File: src/rtl/nn_pkg.sv
// nn_pkg
// Shared definitions for the sequential linear layer:
//   state_e     - controller state encoding
//   clog2_min1  - address/index width helper (never narrower than 1 bit)
//   requant     - round, shift, optional ReLU and saturate one accumulator value
package nn_pkg;

  typedef enum logic [1:0] {
    IDLE = 2'd0,
    MAC  = 2'd1,
    WB   = 2'd2
  } state_e;

  // Working width of the requantiser; wide enough for any accumulator this
  // block can be configured with.
  localparam int QW = 64;

  function automatic int clog2_min1(input int n);
    return (n <= 1) ? 1 : $clog2(n);
  endfunction

  // Round-half-up, arithmetic shift by frac, optional clamp of negatives,
  // then saturate to the signed dw-bit range. Result is returned at full
  // width; the caller keeps the low dw bits.
  function automatic logic signed [QW-1:0] requant(
    input logic signed [QW-1:0] acc,
    input int                   frac,
    input bit                   relu,
    input int                   dw
  );
    logic signed [QW-1:0] v;
    logic signed [QW-1:0] hi;
    logic signed [QW-1:0] lo;
    v = acc;
    if (frac > 0) v = v + (64'sd1 <<< (frac - 1));
    v  = v >>> frac;
    if (relu && (v < 0)) v = '0;
    hi = (64'sd1 <<< (dw - 1)) - 64'sd1;
    lo = -(64'sd1 <<< (dw - 1));
    if (v > hi)      v = hi;
    else if (v < lo) v = lo;
    return v;
  endfunction

endpackage

File: src/rtl/nn_linear_seq_mem.sv
// nn_linear_seq_mem
// Coefficient store for the linear layer: OUT_N*IN_N weights of DW bits and
// OUT_N biases of 2*DW bits, cleared on reset.
// Ports:
//   clk, rst_n        - clock, async active-low reset
//   wr_en             - write strobe (already qualified by the caller)
//   wr_bias           - 1 targets the bias store, 0 the weight store
//   wr_addr           - weight index o*IN_N+i or bias index o
//   wr_data           - weight in low DW bits, or full-width bias
//   rd_o, rd_i        - combinational read coordinates
//   w_rd              - weight[rd_o][rd_i]
//   b_rd              - bias[rd_o], write-through when written this cycle
module nn_linear_seq_mem
  import nn_pkg::*;
#(
  parameter int IN_N  = 4,
  parameter int OUT_N = 4,
  parameter int DW    = 8
) (
  input  logic                                   clk,
  input  logic                                   rst_n,
  input  logic                                   wr_en,
  input  logic                                   wr_bias,
  input  logic [clog2_min1(OUT_N*IN_N)-1:0]      wr_addr,
  input  logic [2*DW-1:0]                        wr_data,
  input  logic [clog2_min1(OUT_N)-1:0]           rd_o,
  input  logic [clog2_min1(IN_N)-1:0]            rd_i,
  output logic signed [DW-1:0]                   w_rd,
  output logic signed [2*DW-1:0]                 b_rd
);

  localparam int ADW = clog2_min1(OUT_N*IN_N);
  localparam int OW  = clog2_min1(OUT_N);

  logic [DW-1:0]   w_q [OUT_N*IN_N];
  logic [DW-1:0]   w_d [OUT_N*IN_N];
  logic [2*DW-1:0] b_q [OUT_N];
  logic [2*DW-1:0] b_d [OUT_N];

  logic           w_ok;
  logic           b_ok;
  logic           r_ok;
  logic [ADW-1:0] widx;

  assign w_ok = wr_en & ~wr_bias & ({1'b0, wr_addr} < (ADW+1)'(OUT_N*IN_N));
  assign b_ok = wr_en &  wr_bias & ({1'b0, wr_addr} < (ADW+1)'(OUT_N));
  assign r_ok = {1'b0, rd_o} < (OW+1)'(OUT_N);
  assign widx = ADW'(rd_o * IN_N + rd_i);

  always_comb begin
    w_d = w_q;
    b_d = b_q;
    if (w_ok) w_d[wr_addr] = wr_data[DW-1:0];
    if (b_ok) b_d[wr_addr[OW-1:0]] = wr_data;
  end

  // Bias is forwarded from the write port so a bias written on the same edge
  // that accepts start is already the value loaded into the accumulator.
  always_comb begin
    w_rd = '0;
    b_rd = '0;
    if (r_ok) begin
      w_rd = w_q[widx];
      b_rd = b_q[rd_o];
    end
    if (b_ok && r_ok && (wr_addr == ADW'(rd_o))) b_rd = wr_data;
  end

  always_ff @(posedge clk or negedge rst_n) begin
    if (!rst_n) begin
      for (int k = 0; k < OUT_N*IN_N; k++) w_q[k] <= '0;
      for (int k = 0; k < OUT_N; k++)      b_q[k] <= '0;
    end else begin
      w_q <= w_d;
      b_q <= b_d;
    end
  end

endmodule

File: src/rtl/nn_linear_seq.sv
// nn_linear_seq
// Sequential fully-connected layer: one multiply-accumulate per cycle, one
// requantise/write-back cycle per output neuron.
// Ports:
//   clk, rst_n                          - clock, async active-low reset
//   start                               - request one evaluation (ignored while busy)
//   busy, done                          - in progress / one-cycle completion pulse
//   in_vec                              - IN_N signed features, captured on start
//   out_vec                             - OUT_N registered signed results
//   wr_en, wr_bias, wr_addr, wr_data    - coefficient write port (idle only)
//
// state | meaning
// IDLE  | waiting for start; coefficient writes accepted
// MAC   | accumulating in[i]*w[o][i], one product per cycle
// WB    | requantise accumulator into out_vec slot o, then next neuron or finish
module nn_linear_seq
  import nn_pkg::*;
#(
  parameter int IN_N  = 4,
  parameter int OUT_N = 4,
  parameter int DW    = 8,
  parameter int FRAC  = 0,
  parameter int RELU  = 0
) (
  input  logic                                clk,
  input  logic                                rst_n,
  input  logic                                start,
  output logic                                busy,
  output logic                                done,
  input  logic [IN_N*DW-1:0]                  in_vec,
  output logic [OUT_N*DW-1:0]                 out_vec,
  input  logic                                wr_en,
  input  logic                                wr_bias,
  input  logic [clog2_min1(OUT_N*IN_N)-1:0]   wr_addr,
  input  logic [2*DW-1:0]                     wr_data
);

  localparam int AW = 2*DW + $clog2(IN_N) + 1;
  localparam int IW = clog2_min1(IN_N);
  localparam int OW = clog2_min1(OUT_N);

  state_e                state_q, state_d;
  logic                  busy_q, busy_d;
  logic                  done_q, done_d;
  logic                  fin_q, fin_d;
  logic [IW-1:0]         i_q, i_d;
  logic [OW-1:0]         o_q, o_d;
  logic signed [AW-1:0]  acc_q, acc_d;
  logic [IN_N*DW-1:0]    in_q, in_d;
  logic [DW-1:0]         out_q [OUT_N];
  logic [DW-1:0]         out_d [OUT_N];

  logic                  wr_ok;
  logic [OW-1:0]         rd_o;
  logic signed [DW-1:0]  w_rd;
  logic signed [2*DW-1:0] b_rd;
  logic signed [DW-1:0]  x_cur;
  logic signed [2*DW-1:0] prod;
  logic [DW-1:0]         rq;

  assign wr_ok = wr_en & ~busy_q;
  // In WB the bias for the following neuron is needed for the MAC entry load.
  assign rd_o  = (state_q == WB) ? o_q + OW'(1) : o_q;

  nn_linear_seq_mem #(
    .IN_N  (IN_N),
    .OUT_N (OUT_N),
    .DW    (DW)
  ) u_mem (
    .clk     (clk),
    .rst_n   (rst_n),
    .wr_en   (wr_ok),
    .wr_bias (wr_bias),
    .wr_addr (wr_addr),
    .wr_data (wr_data),
    .rd_o    (rd_o),
    .rd_i    (i_q),
    .w_rd    (w_rd),
    .b_rd    (b_rd)
  );

  always_comb begin
    x_cur = '0;
    for (int k = 0; k < IN_N; k++) begin
      if (i_q == IW'(k)) x_cur = in_q[k*DW +: DW];
    end
    prod = (2*DW)'(x_cur) * (2*DW)'(w_rd);
    rq   = DW'(requant(QW'(acc_q), FRAC, RELU != 0, DW));
  end

  always_comb begin
    state_d = state_q;
    i_d     = i_q;
    o_d     = o_q;
    acc_d   = acc_q;
    in_d    = in_q;
    out_d   = out_q;
    fin_d   = 1'b0;
    done_d  = fin_q;
    case (state_q)
      IDLE: begin
        if (start) begin
          state_d = MAC;
          in_d    = in_vec;
          i_d     = '0;
          o_d     = '0;
          acc_d   = AW'(b_rd);
        end
      end
      MAC: begin
        acc_d = acc_q + AW'(prod);
        if (i_q == IW'(IN_N - 1)) begin
          state_d = WB;
          i_d     = '0;
        end else begin
          i_d = i_q + IW'(1);
        end
      end
      WB: begin
        for (int k = 0; k < OUT_N; k++) begin
          if (o_q == OW'(k)) out_d[k] = rq;
        end
        if (o_q == OW'(OUT_N - 1)) begin
          state_d = IDLE;
          o_d     = '0;
          fin_d   = 1'b1;
        end else begin
          state_d = MAC;
          o_d     = o_q + OW'(1);
          acc_d   = AW'(b_rd);
        end
      end
      default: state_d = IDLE;
    endcase
    busy_d = (state_d != IDLE);
  end

  always_ff @(posedge clk or negedge rst_n) begin
    if (!rst_n) begin
      state_q <= IDLE;
      busy_q  <= 1'b0;
      done_q  <= 1'b0;
      fin_q   <= 1'b0;
      i_q     <= '0;
      o_q     <= '0;
      acc_q   <= '0;
      in_q    <= '0;
      for (int k = 0; k < OUT_N; k++) out_q[k] <= '0;
    end else begin
      state_q <= state_d;
      busy_q  <= busy_d;
      done_q  <= done_d;
      fin_q   <= fin_d;
      i_q     <= i_d;
      o_q     <= o_d;
      acc_q   <= acc_d;
      in_q    <= in_d;
      out_q   <= out_d;
    end
  end

  assign busy = busy_q;
  assign done = done_q;

  for (genvar g = 0; g < OUT_N; g++) begin : g_out
    assign out_vec[g*DW +: DW] = out_q[g];
  end

endmodule

File: config.mk
export PLATFORM = sky130hd
export DESIGN_NAME = nn_linear_seq
export DESIGN_NICKNAME = d
export VERILOG_FILES = /design/src/rtl/nn_pkg.sv /design/src/rtl/nn_linear_seq_mem.sv /design/src/rtl/nn_linear_seq.sv
export SDC_FILE = /design/constraint.sdc
export NUM_CORES = 1
export LEC_CHECK = 0
export CAP_MARGIN = 20
export CELL_PAD_IN_SITES_DETAIL_PLACEMENT = 0
export CELL_PAD_IN_SITES_GLOBAL_PLACEMENT = 2
export CORE_MARGIN = 4
export CORE_UTILIZATION = 25
export DETAILED_ROUTE_END_ITERATION = 16
export PLACE_DENSITY_LB_ADDON = 0.15
export SYNTH_ARGS = -nofsm -noshare
export SYNTH_HDL_FRONTEND = slang
export SYNTH_SLANG_ARGS = --single-unit
export TNS_END_PERCENT = 100
File: constraint.sdc
create_clock -name clk -period 9.3 [get_ports clk]
set_input_delay 1.395 -clock clk [delete_from_list [all_inputs] [get_ports clk]]
set_output_delay 1.395 -clock clk [all_outputs]
set_load 0.01 [all_outputs]
; Yosys cells after proc, flatten, opt, wreduce, memory -nomap -nowiden
; Index checks and enable logic that the tools add are counted.
[word_totals]
reg_bits = 284
output_inout_bits = 34
word_cells = 119
[op_classes]
n_addsub = 4
mul = 1
order_cmp = 9
eq_ne = 11
muxes = 34
bitwise_logic = 10
n_reduce_logical = 18
[ops]
columns = op, count
row1 = bitwise mux 128 bit, 1
row2 = 2-to-1 mux 8 bit, 9
row3 = bitwise mux 64 bit, 1
row4 = 2-to-1 mux 16 bit, 4
row5 = one-hot mux 19 bit (3 select lines), 1
row6 = 2-to-1 mux 19 bit, 2
row7 = binary-select mux 16 bit (select 2 bit), 1
row8 = binary-select mux 8 bit (select 4 bit), 1
row9 = demux 16 bit (select 2 bit), 1
row10 = demux 8 bit (select 4 bit), 1
row11 = adder 19 x 16 -> 19 bit, 1
row12 = "> comparator 19 x 8 -> 1 bit, second input constant", 1
row13 = "less-than comparator 19 x 8 -> 1 bit, second input constant", 1
row14 = multiplier 8 x 8 -> 16 bit, 1
row15 = AND reduction 2 bit, 7
row16 = 2-to-1 mux 2 bit, 6
row17 = "equality test 2 bit, second input constant", 5
row18 = "greater-or-equal comparator 5 bit, second input constant", 2
row19 = inverter 4 -> 5 bit, 2
row20 = one-hot mux 2 bit (2 select lines), 2
row21 = "equality test 2 x 1 -> 1 bit, second input constant", 3
row22 = "greater-or-equal comparator 3 bit, second input constant", 2
row23 = zero test 2 bit, 3
row24 = inverter 2 -> 3 bit, 2
row25 = 15 further kinds, 27

; Longest topological paths before layout
[logic_depth]
word_depth = 10
mapped_depth = 28
ltp_nobuf = 25

; Cells and area by module
; From an unflattened synthesis, not the netlist that was laid out.
[unflattened]
hier_cells = 1296
area_unflattened_um2 = 16419.5
[modules_own_cells]
columns = mod, instances, cells_per_inst, area_each_um2, seq_area_each_um2
row1 = nn_linear_seq_mem, 1, 554, 8861.0, 4804.6
row2 = nn_linear_seq, 1, 742, 7558.5, 2302.2

; Worst setup path before layout
; No wires, ideal clock.
[synth_timing]
kind = register to register
start = register i_q[1]
end = register acc_q[16]
arrival_time_ps = 6637
path_slack_ps = 2532
stages_incl_launch_ff = 27
n_path_buf = 3
synth_period_minus_slack_ps = 6768
path_cell_list = dfrtp_1 > clkbuf_1 > buf_1 > inv_1 > ha_1 > clkbuf_1 > nand3b_1 > a21oi_1 > a21oi_1 > o21ai_1 > and2_1 > inv_2 > fa_1 > inv_1 > fa_1 > fa_1 > fa_1 > inv_1 > fa_1 > inv_1 > ha_1 > o21a_1 > o31a_1 > o21ba_2 > o21ai_0 > mux2i_1 > a21oi_1
[synth_via]
elab_chain_cells = 8
elab_cells_between_ends = 16
[synth_rtl]
columns = element, line_no
row1 = "start, declared", nn_linear_seq.sv:46  ; logic [IW-1:0] i_q, i_d;
row2 = "start signal, assigned", nn_linear_seq.sv:154  ; i_q <= i_d;
row3 = adder 4 x 2 -> 4 bit / zero test 2 bit (equally long branches), "nn_linear_seq_mem.sv:48, nn_linear_seq.sv:85"
row4 = inverter 4 -> 5 bit (not written as such) / 2-to-1 mux 8 bit (equally long branches), "nn_linear_seq_mem.sv:63, nn_linear_seq.sv:85"
row5 = binary-select mux 8 bit (select 4 bit) / 2-to-1 mux 8 bit (equally long branches), "nn_linear_seq_mem.sv:63, nn_linear_seq.sv:85"
row6 = "2-to-1 mux 8 bit, on equally long branches (2 in a row)", "nn_linear_seq_mem.sv:63, nn_linear_seq.sv:85"
row7 = multiplier 8 x 8 -> 16 bit *, nn_linear_seq.sv:87  ; prod = (2*DW)'(x_cur) * (2*DW)'(w_rd);
row8 = adder 19 x 16 -> 19 bit *, nn_linear_seq.sv:111  ; acc_d = acc_q + AW'(prod);
row9 = one-hot mux 19 bit (3 select lines) *, nn_linear_seq.sv:100  ; case (state_q)
row10 = "end signal, assigned", nn_linear_seq.sv:146  ; acc_q <= '0;
row11 = "end signal, assigned", nn_linear_seq.sv:156  ; acc_q <= acc_d;
row12 = "end, declared", nn_linear_seq.sv:48  ; logic signed [AW-1:0] acc_q, acc_d;
; Every way passes the cells marked *; elsewhere a longest branch is shown, timed or not. The select of a mux whose other input is x is not followed.
; A chain may end at the register's enable or synchronous reset.

; Worst setup path after layout
[layout_timing]
start = register i_q[1]
end = register acc_q[15]
; Same word-level chain as after synthesis.

==> results_dict.tcl <==
set metrics [dict create \
    r2r-start "i_q[1]$_DFFE_PN0P_" \
    finalWorstSetupSlack_ns 1.99 \
    cp.depth 23 \
    clk_pin_slew_ns 0.07 \
    wl_mm 45.6 \
    cp_common_cell "fa_1" \
    via_count 9932 \
    ys_async_sr_fraction_pct 100 \
    cts_sinks 284 \
    routed_via_density 4.48 \
    slew_viol_final 0 \
    diodes 0 \
    min_path_type "reg2reg" \
    start_util_pct 25.5 \
    synth_edf_count 0 \
    pwr-share-comb_pct 57.2 \
    cts_hold_buffers 0 \
    cp_cell_sequence "inv_1 > ha_1 > nand3b_1 > a21oi_1 > a21oi_1 > o21ai_1 > and2_1 > inv_2 > fa_1 > inv_1 > fa_1 > fa_1 > fa_1 > inv_1 > fa_1 > inv_1 > ha_1 > o211ai_1 > o21a_1 > a21oi_1 > o22ai_1 > or3_1 > a31oi_1" \
    setup_violations 0 \
    ys_types 61 \
    synth_top_area_cell "dfrtp_1" \
    peakVddDrop_v 0.000203 \
    ant_nets 0 \
    io_buffers 90 \
    drive_gt1_share_pct 26.8 \
    gp_congestion 0.707 \
    worst-path-max-fanout 16 \
    rsz0062_at_grt "no" \
    p_switching_mw 3.32 \
    syn-num-nets 1451 \
    ctsResizeCount 0 \
    fin_crit_ns 7.31 \
    grt_antenna_before_repair 0 \
    synth_flop_cell "dfrtp_1" \
    syn_inst 1258 \
    dpl.cell_count 2146 \
    internal-power_mw 4.57 \
    p_leak_nw 8.89 \
    core-area_um2 63500 \
    reg2reg_slack_ns 1.99 \
    die_area_um2 68800 \
    sw_frac_of_total_pct 42.1 \
    drc 0 \
    rr_worst_depth 23 \
    crit_required_ns 9.78 \
    path_delay_family "adder cells" \
    critPathSlowestCell "dfrtp_1" \
    outcome "finished, final reports clean" \
    cts-root-buf "clkbuf_16" \
    power_mw 7.89 \
    slew_headroom_pct 23.2 \
    hpwl_mm 32.8 \
    grt_use_total_pct 13.4 \
    cts_setup_buffers 0 \
    grt_pass1_wl_mm 71.5 \
    crit_path_end_kind "flip-flop" \
    nNetsFinal 1535 \
    crit_type "reg2reg" \
    synth_common_cells "dfrtp_1, mux2_2, inv_1" \
    avgRoutedWirePerCell_um 20.6 \
    drtIter0Drc 354 \
    insertion_delay_ns 0.57 \
    synth_seq_area_share_pct 43.9 \
    instances_no_fill 2217 \
    cts_buffer_depth 3 \
    clkPwrFrac_pct 19.0 \
    tns_ns 0 \
    reg2reg_to "acc_q[15]$_DFFE_PN0P_" \
    worstPathArrival_ns 7.79 \
    cts_buffers 38 \
    fp.dieH_um 262 \
    finalHoldViolCount 0 \
    cp-endpoint "acc_q[15]$_DFFE_PN0P_" \
    grt_pass1_vias 11100 \
    synth.most_common_cell "dfrtp_1" \
    seqPwrFrac_pct 23.8 \
    timing.final.crit_share_pct 78.6 \
    crit_buf_inv 5 \
    powerDensity_nw_per_um2 409 \
    avgSynthCellArea_um2 12.9 \
    post-place-ws_ns 1.94 \
    finClkSkew_ns 0.0277 \
    fp-row-count 92 \
    fmaxAchievable_mhz 137 \
    drt_pass1_iterations 4 \
    h-tree-depth 2 \
    slowest_delay_ns 0.69 \
    synthToLayoutAreaGrowth_pct 19.4 \
    cts_tree "yes" \
    synth.ff_latch_count 284 \
    grt_max_degree 89 \
    synthDominantCellAreaShare_pct 43.9 \
    startpoint "i_q[1]$_DFFE_PN0P_" \
    synth_area_um2 16200 \
    tightest_slew_ns 1.15 \
    drv_cap 0 \
    overflow 0 \
    ios 91 \
    start_kind "flip-flop" \
    yosys_warnings 0 \
    die_w_um 262 \
    synthTopCellsByArea "dfrtp_1, mux2_2, fa_1" \
]
[state kept, by name, summed over array words and instances, names as in the netlist]
name,cells
u_mem.w_q,128
u_mem.b_q,64
out_vec,32
o_q,2
done_d,1
acc_q,19
state_q,2
in_q,32
i_q,2
busy,1
done,1
[worst min-delay path by stage]
| stage | slack (ns) | cells after the start | to | start |
|---|---|---|---|---|
| 2_1_floorplan | 0.33 | 0 | done$_DFF_PN0_ | done_d$_DFF_PN0_ |
| 3_3_place_gp | 0.33 | 0 | done$_DFF_PN0_ | done_d$_DFF_PN0_ |
| 3_5_place_dp | 0.35 | 0 | done$_DFF_PN0_ | done_d$_DFF_PN0_ |
| 4_1_cts | 0.39 | 0 | done$_DFF_PN0_ | done_d$_DFF_PN0_ |
| 5_1_grt | 0.40 | 0 | done$_DFF_PN0_ | done_d$_DFF_PN0_ |
| 6_report | 0.39 | 0 | done$_DFF_PN0_ | done_d$_DFF_PN0_ |
[routing by layer]
layer / vias to the layer above / GRT usage [%] / part of all wire [%] / routed length [um]
li1: 4545 / - / - / -
met1: 5223 / 18.8 / 48 / 22000
met2: 113 / 22.2 / 47 / 21700
met3: 51 / 2.15 / 2.8 / 1280
met4: 0 / 2.70 / 1.5 / 689
met5: - / 0 / 0 / 0
[logic make-up (layout without fill, tap and decap cells)]
family	after synthesis	count (layout)	synth area share (%)
adder cells (fa/ha/maj)	136	136	14.5
multiplexers	290	290	24.1
AO/OA/AOI/OAI	147	147	5.36
XOR/XNOR	19	19	1.28
flip-flops	284	284	43.9
AND/OR/NAND/NOR	211	211	6.70
buffers and inverters	171	284	4.19
[power groups by stage]
stage	registers (mW)	clock network, mW	logic, mW
final	1.88	1.50	4.51
after global routing	1.93	1.60	5.22
after floorplan	1.79	0	3.34
after detailed placement	1.91	0	4.60
after CTS	1.89	1.55	4.66
after global placement	1.91	0	4.63
[worst register-to-register path: cells and delay by family (launching register included)]
| kind | cells | cell delay [ns] |
|---|---|---|
| DFF | 1 | 0.69 |
| and+or+nand+nor | 3 | 1.21 |
| buffers and inverters | 5 | 0.36 |
| AOI/OAI and AO/OA | 8 | 1.70 |
| adders and majority gates | 7 | 3.27 |
[stage by stage]
step / hold slack [ns] / utilization (%) / cell area (um2)
6_report: 0.389 / 30.4 / 19300
5_1_grt: 0.400 / 30.4 / 19300
4_1_cts: 0.394 / 30.3 / 19300
3_5_place_dp: 0.351 / 28.3 / 18000
3_3_place_gp: 0.333 / 28.3 / 18000
2_1_floorplan: 0.331 / - / 16200
[layout by cell type, fill, tap and decap left out, types with 3 or more instances in the layout]
| cell type | n |
|---|---|
| nand2_1 | 75 |
| a211oi_1 | 5 |
| clkbuf_16 | 39 |
| ha_1 | 51 |
| a21oi_1 | 45 |
| o211ai_1 | 5 |
| nand3b_1 | 9 |
| mux2i_1 | 13 |
| inv_1 | 110 |
| xor2_1 | 4 |
| a21o_1 | 3 |
| xnor2_1 | 12 |
| clkbuf_1 | 7 |
| mux2_2 | 220 |
| and2_1 | 13 |
| nor2_1 | 29 |
| o21ai_0 | 52 |
| o22ai_1 | 12 |
| clkinv_2 | 3 |
| a31oi_1 | 4 |
| clkbuf_8 | 14 |
| nand3_1 | 6 |
| o31ai_1 | 3 |
| nor2b_1 | 35 |
| clkdlybuf4s50_1 | 89 |
| mux4_2 | 56 |
| fa_1 | 85 |
| buf_4 | 12 |
| dfrtp_1 | 283 |
| nand2b_1 | 23 |
[final cells by class]
class	count	area [um2]
clock buffer	60	1190
clock inverter	9	98.8
fill	6432	44200
inverter	111	417
multi-input combinational	803	8400
sequential	284	7110
tap	846	1060
timing repair buffer	104	1030
Power figures use the tool's default switching activity.
